`src/rtl/rbi_l2_mmio_bridge.sv`:
```
// ---------------------------------------------------------------------------
// rbi_l2_mmio_bridge
//
// Last node of an L2 ring segment. It takes MMIO load/store requests off the
// ring, runs them one at a time on a simple 64-bit MMIO bus, and puts the
// response back on the ring. All other ring traffic passes through one
// register stage unchanged.
//
// Optional feature macro: RBI_MMIO_TIMEOUT_EN
//   defined   -> a 12-bit counter runs while a bus op is outstanding. After
//                4095 cycles with neither done nor fault, the op is failed
//                with code 64'hF00D.
//   undefined -> an outstanding bus op waits indefinitely.
//
// Ports
//   clock, reset            system clock; asynchronous active-low reset
//   memAddrIn/Out   [47:0]  ring slot address
//   memDataIn/Out  [127:0]  ring slot data
//   memOpmIn/Out    [15:0]  ring slot op mode; [7:0]==0 marks an empty slot
//   memSeqIn/Out    [15:0]  ring sequence: [15:8] source node, [7:0] tag
//   unitNodeId       [7:0]  this node's ID (informational only)
//   mmioAddr        [31:0]  MMIO bus address (holds its last value when idle)
//   mmioOpm          [4:0]  bus op: [3] read, [4] write, [1:0] size; 0 = idle
//   mmioOutData     [63:0]  store data (holds its last value when idle)
//   mmioInData      [63:0]  load data from the bus
//   mmioOK           [1:0]  bus status: 00 idle, 01 done, 10 busy, 11 fault
//   mmioExcIn       [63:0]  fault code, valid while mmioOK==11
//   dbgState         [1:0]  current FSM state, for observation
//
// Bus handshake: the bridge holds a nonzero mmioOpm while a request is
// outstanding. The bus answers with mmioOK==10 (busy) for any number of
// cycles, then 01 (done) or 11 (fault). The bridge drops mmioOpm to 0 on
// the edge that samples done/fault. The bus must then return mmioOK to 00
// before the bridge will consider the op closed. Only after that is the
// response offered to the ring.
// ---------------------------------------------------------------------------
module rbi_l2_mmio_bridge (
  input  logic         clock,
  input  logic         reset,
  input  logic [47:0]  memAddrIn,
  input  logic [127:0] memDataIn,
  input  logic [15:0]  memOpmIn,
  input  logic [15:0]  memSeqIn,
  output logic [47:0]  memAddrOut,
  output logic [127:0] memDataOut,
  output logic [15:0]  memOpmOut,
  output logic [15:0]  memSeqOut,
  input  logic [7:0]   unitNodeId,
  output logic [31:0]  mmioAddr,
  output logic [4:0]   mmioOpm,
  output logic [63:0]  mmioOutData,
  input  logic [63:0]  mmioInData,
  input  logic [1:0]   mmioOK,
  input  logic [63:0]  mmioExcIn,
  output logic [1:0]   dbgState
);

  typedef enum logic [1:0] {
    StIdle    = 2'd0,
    StIssue   = 2'd1,
    StRelease = 2'd2,
    StResp    = 2'd3
  } state_t;

  localparam logic [1:0] OkIdle  = 2'b00;
  localparam logic [1:0] OkDone  = 2'b01;
  localparam logic [1:0] OkFault = 2'b11;

  state_t       state, stateNext;

  // Request context kept for the response.
  logic [15:0]  reqSeq, reqSeqNext;
  logic [47:0]  reqAddr, reqAddrNext;
  logic [1:0]   reqSize, reqSizeNext;
  logic         reqStore, reqStoreNext;
  logic [63:0]  respData, respDataNext;
  logic         respFault, respFaultNext;

  // Registered outputs.
  logic [47:0]  memAddrNext;
  logic [127:0] memDataNext;
  logic [15:0]  memOpmNext;
  logic [15:0]  memSeqNext;
  logic [31:0]  mmioAddrNext;
  logic [4:0]   mmioOpmNext;
  logic [63:0]  mmioOutDataNext;

`ifdef RBI_MMIO_TIMEOUT_EN
  // The counter holds (cycles spent in ISSUE - 1) at each sampling edge. So
  // matching 4094 means this edge is the 4095th one without an answer.
  localparam logic [11:0] TimeoutLast = 12'd4094;
  logic [11:0]  toCnt, toCntNext;
`endif

  // The node ID is informational only; nothing depends on it.
  logic unusedInputs;
  assign unusedInputs = ^unitNodeId;

  // Request classification.
  logic        inLoad, inStore, inWindow, inReq, inEmpty;
  logic [15:0] respOpm;

  assign inLoad   = (memOpmIn[7:2] == 6'b1001_00);  // 0x90..0x93
  assign inStore  = (memOpmIn[7:2] == 6'b1010_00);  // 0xA0..0xA3
  assign inWindow = (memAddrIn[31:28] == 4'hF);
  assign inReq    = (inLoad || inStore) && inWindow;
  assign inEmpty  = (memOpmIn[7:0] == 8'h00);

  // A fault overrides the op type. A store-done never carries data because
  // respData is cleared for stores when done is sampled.
  always_comb begin
    respOpm = 16'h0000;
    if (respFault) begin
      respOpm = 16'h0070;
    end else if (reqStore) begin
      respOpm = 16'h0060;
    end else begin
      respOpm = {14'h0014, reqSize};  // 0x50 | size
    end
  end

  assign dbgState = state;

  // Next-state and next-output logic.
  always_comb begin
    stateNext       = state;
    reqSeqNext      = reqSeq;
    reqAddrNext     = reqAddr;
    reqSizeNext     = reqSize;
    reqStoreNext    = reqStore;
    respDataNext    = respData;
    respFaultNext   = respFault;
    memAddrNext     = memAddrIn;
    memDataNext     = memDataIn;
    memOpmNext      = memOpmIn;
    memSeqNext      = memSeqIn;
    mmioAddrNext    = mmioAddr;
    mmioOpmNext     = 5'd0;
    mmioOutDataNext = mmioOutData;
`ifdef RBI_MMIO_TIMEOUT_EN
    toCntNext       = 12'd0;
`endif

    case (state)
      StIdle: begin
        if (inReq) begin
          reqSeqNext      = memSeqIn;
          reqAddrNext     = memAddrIn;
          reqSizeNext     = memOpmIn[1:0];
          reqStoreNext    = inStore;
          respDataNext    = 64'd0;
          respFaultNext   = 1'b0;
          // The request is absorbed, so its slot leaves the node empty.
          memAddrNext     = 48'd0;
          memDataNext     = 128'd0;
          memOpmNext      = 16'd0;
          memSeqNext      = 16'd0;
          mmioAddrNext    = memAddrIn[31:0];
          mmioOpmNext     = {inStore, inLoad, 1'b0, memOpmIn[1:0]};
          mmioOutDataNext = memDataIn[63:0];
          stateNext       = StIssue;
        end
      end

      StIssue: begin
        mmioOpmNext = mmioOpm;
`ifdef RBI_MMIO_TIMEOUT_EN
        toCntNext   = toCnt + 12'd1;
`endif
        if (mmioOK == OkDone) begin
          respDataNext  = reqStore ? 64'd0 : mmioInData;
          respFaultNext = 1'b0;
          mmioOpmNext   = 5'd0;
          stateNext     = StRelease;
        end else if (mmioOK == OkFault) begin
          respDataNext  = mmioExcIn;
          respFaultNext = 1'b1;
          mmioOpmNext   = 5'd0;
          stateNext     = StRelease;
        end
`ifdef RBI_MMIO_TIMEOUT_EN
        else if (toCnt == TimeoutLast) begin
          respDataNext  = 64'h0000_0000_0000_F00D;
          respFaultNext = 1'b1;
          mmioOpmNext   = 5'd0;
          stateNext     = StRelease;
        end
`endif
      end

      StRelease: begin
        if (mmioOK == OkIdle) begin
          stateNext = StResp;
        end
      end

      StResp: begin
        // The response can only take a free slot; occupied slots pass on.
        if (inEmpty) begin
          memAddrNext = reqAddr;
          memDataNext = {64'd0, respData};
          memOpmNext  = respOpm;
          memSeqNext  = reqSeq;
          stateNext   = StIdle;
        end
      end

      default: begin
        stateNext = StIdle;
      end
    endcase
  end

  // State and output registers.
  always_ff @(posedge clock or negedge reset) begin
    if (!reset) begin
      state       <= StIdle;
      reqSeq      <= 16'd0;
      reqAddr     <= 48'd0;
      reqSize     <= 2'd0;
      reqStore    <= 1'b0;
      respData    <= 64'd0;
      respFault   <= 1'b0;
      memAddrOut  <= 48'd0;
      memDataOut  <= 128'd0;
      memOpmOut   <= 16'd0;
      memSeqOut   <= 16'd0;
      mmioAddr    <= 32'd0;
      mmioOpm     <= 5'd0;
      mmioOutData <= 64'd0;
`ifdef RBI_MMIO_TIMEOUT_EN
      toCnt       <= 12'd0;
`endif
    end else begin
      state       <= stateNext;
      reqSeq      <= reqSeqNext;
      reqAddr     <= reqAddrNext;
      reqSize     <= reqSizeNext;
      reqStore    <= reqStoreNext;
      respData    <= respDataNext;
      respFault   <= respFaultNext;
      memAddrOut  <= memAddrNext;
      memDataOut  <= memDataNext;
      memOpmOut   <= memOpmNext;
      memSeqOut   <= memSeqNext;
      mmioAddr    <= mmioAddrNext;
      mmioOpm     <= mmioOpmNext;
      mmioOutData <= mmioOutDataNext;
`ifdef RBI_MMIO_TIMEOUT_EN
      toCnt       <= toCntNext;
`endif
    end
  end

endmodule

```
`config.mk`:
```
export PLATFORM = sky130hd
export DESIGN_NAME = rbi_l2_mmio_bridge
export DESIGN_NICKNAME = d
export VERILOG_FILES = /design/src/rtl/rbi_l2_mmio_bridge.sv
export SDC_FILE = /design/constraint.sdc
export NUM_CORES = 1
export LEC_CHECK = 0
export ABC_AREA = 1
export CORE_AREA = 5 5 250 252
export DETAILED_ROUTE_END_ITERATION = 8
export DIE_AREA = 0 0 255 257
export HOLD_SLACK_MARGIN = 0.12
export SLEW_MARGIN = 10
export SYNTH_ARGS = -nofsm -noshare
export SYNTH_HDL_FRONTEND = slang
export SYNTH_SLANG_ARGS = --single-unit
```
`constraint.sdc`:
```
create_clock -name clock -period 2.9 [get_ports clock]
set_input_delay 0.29 -clock clock [delete_from_list [all_inputs] [get_ports clock]]
set_output_delay 0.29 -clock clock [all_outputs]
set_load 0.01 [all_outputs]
```
==> flow_summary.toml, run 1 <==
[pwr]
p_sw_frac = 0.3478
internal-power_uw = 15210
power_frac_comb = 0.389
p_leak_uw = 0.01299
p_total_uw = 23320
p_sw_uw = 8112
seq_power_share = 0.360
irDropWorstVdd_uv = 606.1
power_density_nw_per_um2 = 918.3
p_clk_frac = 0.251

[drt]
drc = 0
ant_nets = 0
dr_total_vias = 14870
dr.pass1.iters = 7
vias_per_cell = 4.419
first_iter_violations = 861
wl_per_cell_um = 17.86
drt-total-wl_um = 60110

[cts]
cts_tree = "done"
cts.sinks = 410
clk_latency_ns = 0.56
cts_buffers = 46
cts_buffer_depth = 3
htree_levels = 2
clkTransAtPathRegs_ns = 0.07
clock-root-buffer = "clkbuf_16"
ctsResizeCount = 0

[die]
die_area_um2 = 65540
start_util = 0.2778
core_um2 = 59910
die_w_um = 255
die_h_um = 257
rows = 90
num_io_pins = 659

[yosys]
post_synth_instance_area_um2 = 16640
ys_warn_count = 0
syn_inst = 1953
ys_seq_area_frac = 0.6166
synth.top_cell.area_share = 0.6166
ys_types = 23
synth_nets = 2305
syn_avg_cell_area_um2 = 8.520
ys_seq_elements = 410
synth_area_leader_cell = "dfrtp_1"
netlist_top_cells_area = "dfrtp_1, nand2_1, nand4_1"

[timing]
max_slew_margin = 0.4709
period_share = 0.7946
setup_tns_ns = 0
hold_ws_ns = 0.2540
tightest_slew_ns = 0.7936
min_period_ns = 2.304
finClkSkew_ns = 0.01505
rsz0062_at_grt = "false"
setup_viol = 0
slew_violations = 0
hold_viol = 0
maxClockFrequency_mhz = 434.0

[global_route]
grt_pass1_wl_um = 91380
grt_use_total = 0.1777
grt_max_degree = 101
grt_pass1_vias = 15300
antenna_found_initial = 10
overflow = 0

[placement]
post-dp-hpwl_um = 44620
place_congestion = 0.9174
port_buffers = 649

[worst_setup_path]
crit_path_max_incr_delay_ns = 0.63
cpMaxStageDelayCell = "buf_4"
worstPathCellList = "inv_1 > ha_1 > inv_1 > nor2_2 > inv_2 > buf_4 > nand3_1 > nand2_1 > nand2_1"
required_ns = 3.35
crit_family = "buffers and inverters"
criticalPathCategory = "register to register"
crit_path_max_fanout = 68
cp_data_arrival_time_ns = 2.76
path_buf_inv = 4
critPathLaunchType = "register"
critPathCaptureType = "register"

[job]
maxCapViolCount = 0

[min_path]
hold_path_class = "input port to register"

[final_layout]
fin_nets = 2896
final_common_cell = "nand2_1"
drive_above_1_share = 0.04806
nFillCells = 5848
syn2layout_area_growth_pct = 52.64
final_cell_mix = "nand2_1, clkdlybuf4s50_1, dfrtp_1"

[outcome]
outcome = "completed"
## metrics by stage
| step | util | setup WS [ns] | area (µm²) | cells |
|---|---|---|---|---|
| after floorplan | - | 1.093 | 16640 | 1953 |
| after global placement | 0.3981 | 0.2287 | 23850 | 3277 |
| after detailed placement | 0.3981 | 0.2512 | 23850 | 3277 |
| after CTS | 0.4239 | 0.6170 | 25390 | 3362 |
| after global routing | 0.4239 | 0.4619 | 25400 | 3364 |
| final | 0.4240 | 0.5958 | 25400 | 3365 |
## metal layers
metal	up-vias	global-route usage	wire length, µm
met5	-	0	91
met4	16	0.05831	2076
met3	127	0.05868	5223
met2	551	0.2991	29180
met1	7067	0.2151	23540
li1	7110	-	-
## kinds of logic (layout without fill, tap and decap cells)
family / Yosys count / in the layout / share of synthesized area
other cells: 1 / 4 / 0.0002254
compound gates: 14 / 14 / 0.004511
flops: 410 / 410 / 0.6166
buf+inv: 243 / 870 / 0.06948
fa+ha+maj: 4 / 4 / 0.003008
simple gates: 1281 / 1281 / 0.3062
## repair_timing
action	4_1_cts	5_1_grt
hold buffers	1	0
buffers inserted	0	0
endpoints found under the hold margin	108	0
endpoints found under the setup margin	0	0
## worst reg2reg max path: cells and delay by family (launching register included)
family | cells | cell delay [ns]
DFF | 1 | 0.46
adders and majority gates | 1 | 0.21
buffers and inverters | 4 | 1.00
and+or+nand+nor | 4 | 0.53
## power by group through the flow
stage,combinational (µW),sequential (µW),clock (µW)
after floorplan,3140,9150,0
after global placement,9130,8460,0
after detailed placement,9210,8530,0
after CTS,9250,8430,6040
after global routing,9910,8620,6270
final,9070,8410,5850
## flip-flops by register name, indices dropped and copies added, names as in the netlist, 4 cells and up
name	flops
memAddrOut	48
memDataOut	128
memOpmOut	16
memSeqOut	16
mmioAddr	31
mmioOpm	4
mmioOutData	64
reqAddr	17
reqSeq	16
respData	64
## worst paths after layout
check / from / endpoint / slack (ns) / cells past startpoint
setup / recovery: dbgState[1]$_DFFE_PN0P_ / dbgState[1]$_DFFE_PN0P_ / 0.60 / 9
hold / removal: memDataIn[111] / memDataOut[111]$_DFF_PN0_ / 0.25 / 3
setup reg to reg: dbgState[1]$_DFFE_PN0P_ / dbgState[1]$_DFFE_PN0P_ / 0.60 / 9
hold reg to reg: mmioOutData[13]$_DFFE_PN0P_ / mmioOutData[13]$_DFFE_PN0P_ / 0.47 / 2
max in group asynchronous: reset / reqAddr[37]$_DFFE_PN0P_ / 1.61 / 3
min in group asynchronous: reset / memDataOut[100]$_DFF_PN0_ / 0.27 / 2
## area by class of cell
type / instances / area [µm²] / area share
well taps: 782 / 978.4 / 0.03852
flip-flops and latches: 410 / 10260 / 0.4039
diodes: 3 / 7.507 / 0.0002956
clock buffers: 77 / 1461 / 0.05754
inverters: 100 / 380.4 / 0.01498
multi-input cells: 1300 / 5271 / 0.2075
clock inverters: 7 / 71.32 / 0.002808
repair buffers: 686 / 6969 / 0.2744
## cell usage after synthesis, drive strengths merged
cell type	instances
a21oi	1
buf	115
clkbuf	28
clkinv	1
conb	1
dfrtp	410
ha	4
inv	99
nand2	1117
nand3	71
nand4	67
nor2	20
nor3	2
o21ai	11
o21bai	2
or2	4
(Power assumes the default switching activity.)
==> run 2: changes to the inputs <==
==> constraint.sdc (replaced) <==
create_clock -name clock -period 2.4 [get_ports clock]
set_input_delay 0.24 -clock clock [delete_from_list [all_inputs] [get_ports clock]]
set_output_delay 0.24 -clock clock [all_outputs]
set_load 0.01 [all_outputs]
==> flow_summary.toml, run 2 (synthesis gave the netlist of run 1 again) <==
[job]
maxCapViolCount = 0

[global_route]
grt_use_total = 0.1779
antenna_found_initial = 8
overflow = 0
grt_max_degree = 69
grt_pass1_vias = 15260
grt_pass1_wl_um = 90910

[min_path]
min_to = "memDataOut[96]$_DFF_PN0_"
hold_depth = 3
hp-start = "memDataIn[96]"
hold_path_class = "input port to register"

[timing]
setup_tns_ns = 0
hold_viol = 0
min_period_ns = 1.985
rsz0062_at_grt = "false"
tightest_slew_ns = 0.6543
period_share = 0.8272
setup_viol = 0
hold_ws_ns = 0.2058
finClkSkew_ns = 0.01275
maxClockFrequency_mhz = 503.7
max_slew_margin = 0.5638
slew_violations = 0

[die]
die_area_um2 = 65540
die_w_um = 255
die_h_um = 257
start_util = 0.2778
num_io_pins = 659
core_um2 = 59910
rows = 90

[drt]
dr_total_vias = 14930
drc = 0
dr.pass1.iters = 6
first_iter_violations = 943
drt-total-wl_um = 60590
wl_per_cell_um = 17.80
ant_nets = 0
vias_per_cell = 4.386

[final_layout]
final_cell_mix = "nand2_1, clkdlybuf4s50_1, dfrtp_1"
largest_register_ffs = 128
drive_above_1_share = 0.06529
top_regs = "memDataOut x128, mmioOutData x64, respData x64"
syn2layout_area_growth_pct = 55.88
final_common_cell = "nand2_1"
fin_nets = 2934
top_register = "memDataOut"

[pwr]
irDropWorstVdd_uv = 518.1
p_clk_frac = 0.252
p_leak_uw = 0.01328
seq_power_share = 0.349
p_sw_uw = 10060
p_sw_frac = 0.3447
power_density_nw_per_um2 = 1125
power_frac_comb = 0.398
internal-power_uw = 19120

[outcome]
outcome = "completed"

[worst_setup_path]
r2r-start = "dbgState[0]$_DFFE_PN0P_"
r2r_end = "memAddrOut[38]$_DFF_PN0_"
critPathLaunchType = "register"
startpoint = "dbgState[0]$_DFFE_PN0P_"
required_ns = 2.89
reg2regPathDepth = 8
r2r_slack_ns = 0.41
criticalPathCategory = "register to register"
crit_path_max_fanout = 57
cp_data_arrival_time_ns = 2.47
critPathCaptureType = "register"

[cts]
clock-root-buffer = "clkbuf_16"
htree_levels = 2
cts_tree = "done"
clk_latency_ns = 0.56
post_cts_buffers = 0
clkTransAtPathRegs_ns = 0.06
cts_buffers = 47
cts.sinks = 410
cts_buffer_depth = 3

[placement]
place_congestion = 0.8973
port_buffers = 649
post-dp-hpwl_um = 45960
[run 2: worst max path at each step]
stage | to | cells past startpoint
global route | memDataOut[27]$_DFF_PN0_ | 8
floorplan | respData[43]$_DFFE_PN0P_ | 9
detailed placement | respData[31]$_DFFE_PN0P_ | 12
CTS | memDataOut[32]$_DFF_PN0_ | 8
finish | memAddrOut[38]$_DFF_PN0_ | 8
global placement | memDataOut[32]$_DFF_PN0_ | 11
[run 2: metal layers]
| layer | up-vias | share of wire | GRT usage |
|---|---|---|---|
| met5 | - | 0.0017 | 0 |
| met1 | 7013 | 0.39 | 0.2192 |
| li1 | 7192 | - | - |
| met2 | 589 | 0.49 | 0.3013 |
| met4 | 14 | 0.031 | 0.05386 |
| met3 | 118 | 0.083 | 0.05302 |
[run 2: cell type report]
cell class | instances | area, µm²
diodes | 2 | 5.005
clock buffers | 64 | 1363
clock inverters | 22 | 245.2
fillers | 5799 | 33970
inverters | 100 | 380.4
multi-input cells | 1300 | 5271
flip-flops and latches | 410 | 10260
well taps | 782 | 978.4
repair buffers | 723 | 7435
[run 2: power by group through the flow]
stage               Combinational (µW)  Sequential, µW  Clock, µW
floorplan                         3790           11100          0
global placement                 11700           10200          0
detailed placement               11800           10300          0
CTS                              11900           10200       7580
global route                     12700           10400       7840
finish                           11600           10200       7360
[run 2: timing repair]
| action | in CTS | in global routing |
|---|---|---|
| endpoints found under the hold margin | 58 | 0 |
| hold buffers | 1 | 0 |
| resized for setup | 0 | 0 |
[run 2: worst max-delay path, stage by stage, from the launching register on]
cell and delay, ns:
dfrtp_1 0.44, inv_1 0.10, ha_1 0.34, nor2_1 0.22, nand2_1 0.15, inv_4 0.14, buf_12 0.24, nand2_1 0.08
nand2_1 0.13
[run 2: through the flow]
| stage | instance area (µm²) | utilization | setup WS, ns | total power [µW] | std cells |
|---|---|---|---|---|---|
| floorplan | 16640 | - | 0.5926 | 14850 | 1953 |
| global placement | 24310 | 0.4059 | -0.08388 | 21940 | 3314 |
| detailed placement | 24310 | 0.4059 | -0.1058 | 22130 | 3314 |
| CTS | 25930 | 0.4329 | 0.3663 | 29670 | 3401 |
| global route | 25930 | 0.4329 | 0.1902 | 30980 | 3402 |
| finish | 25940 | 0.4330 | 0.4147 | 29170 | 3403 |
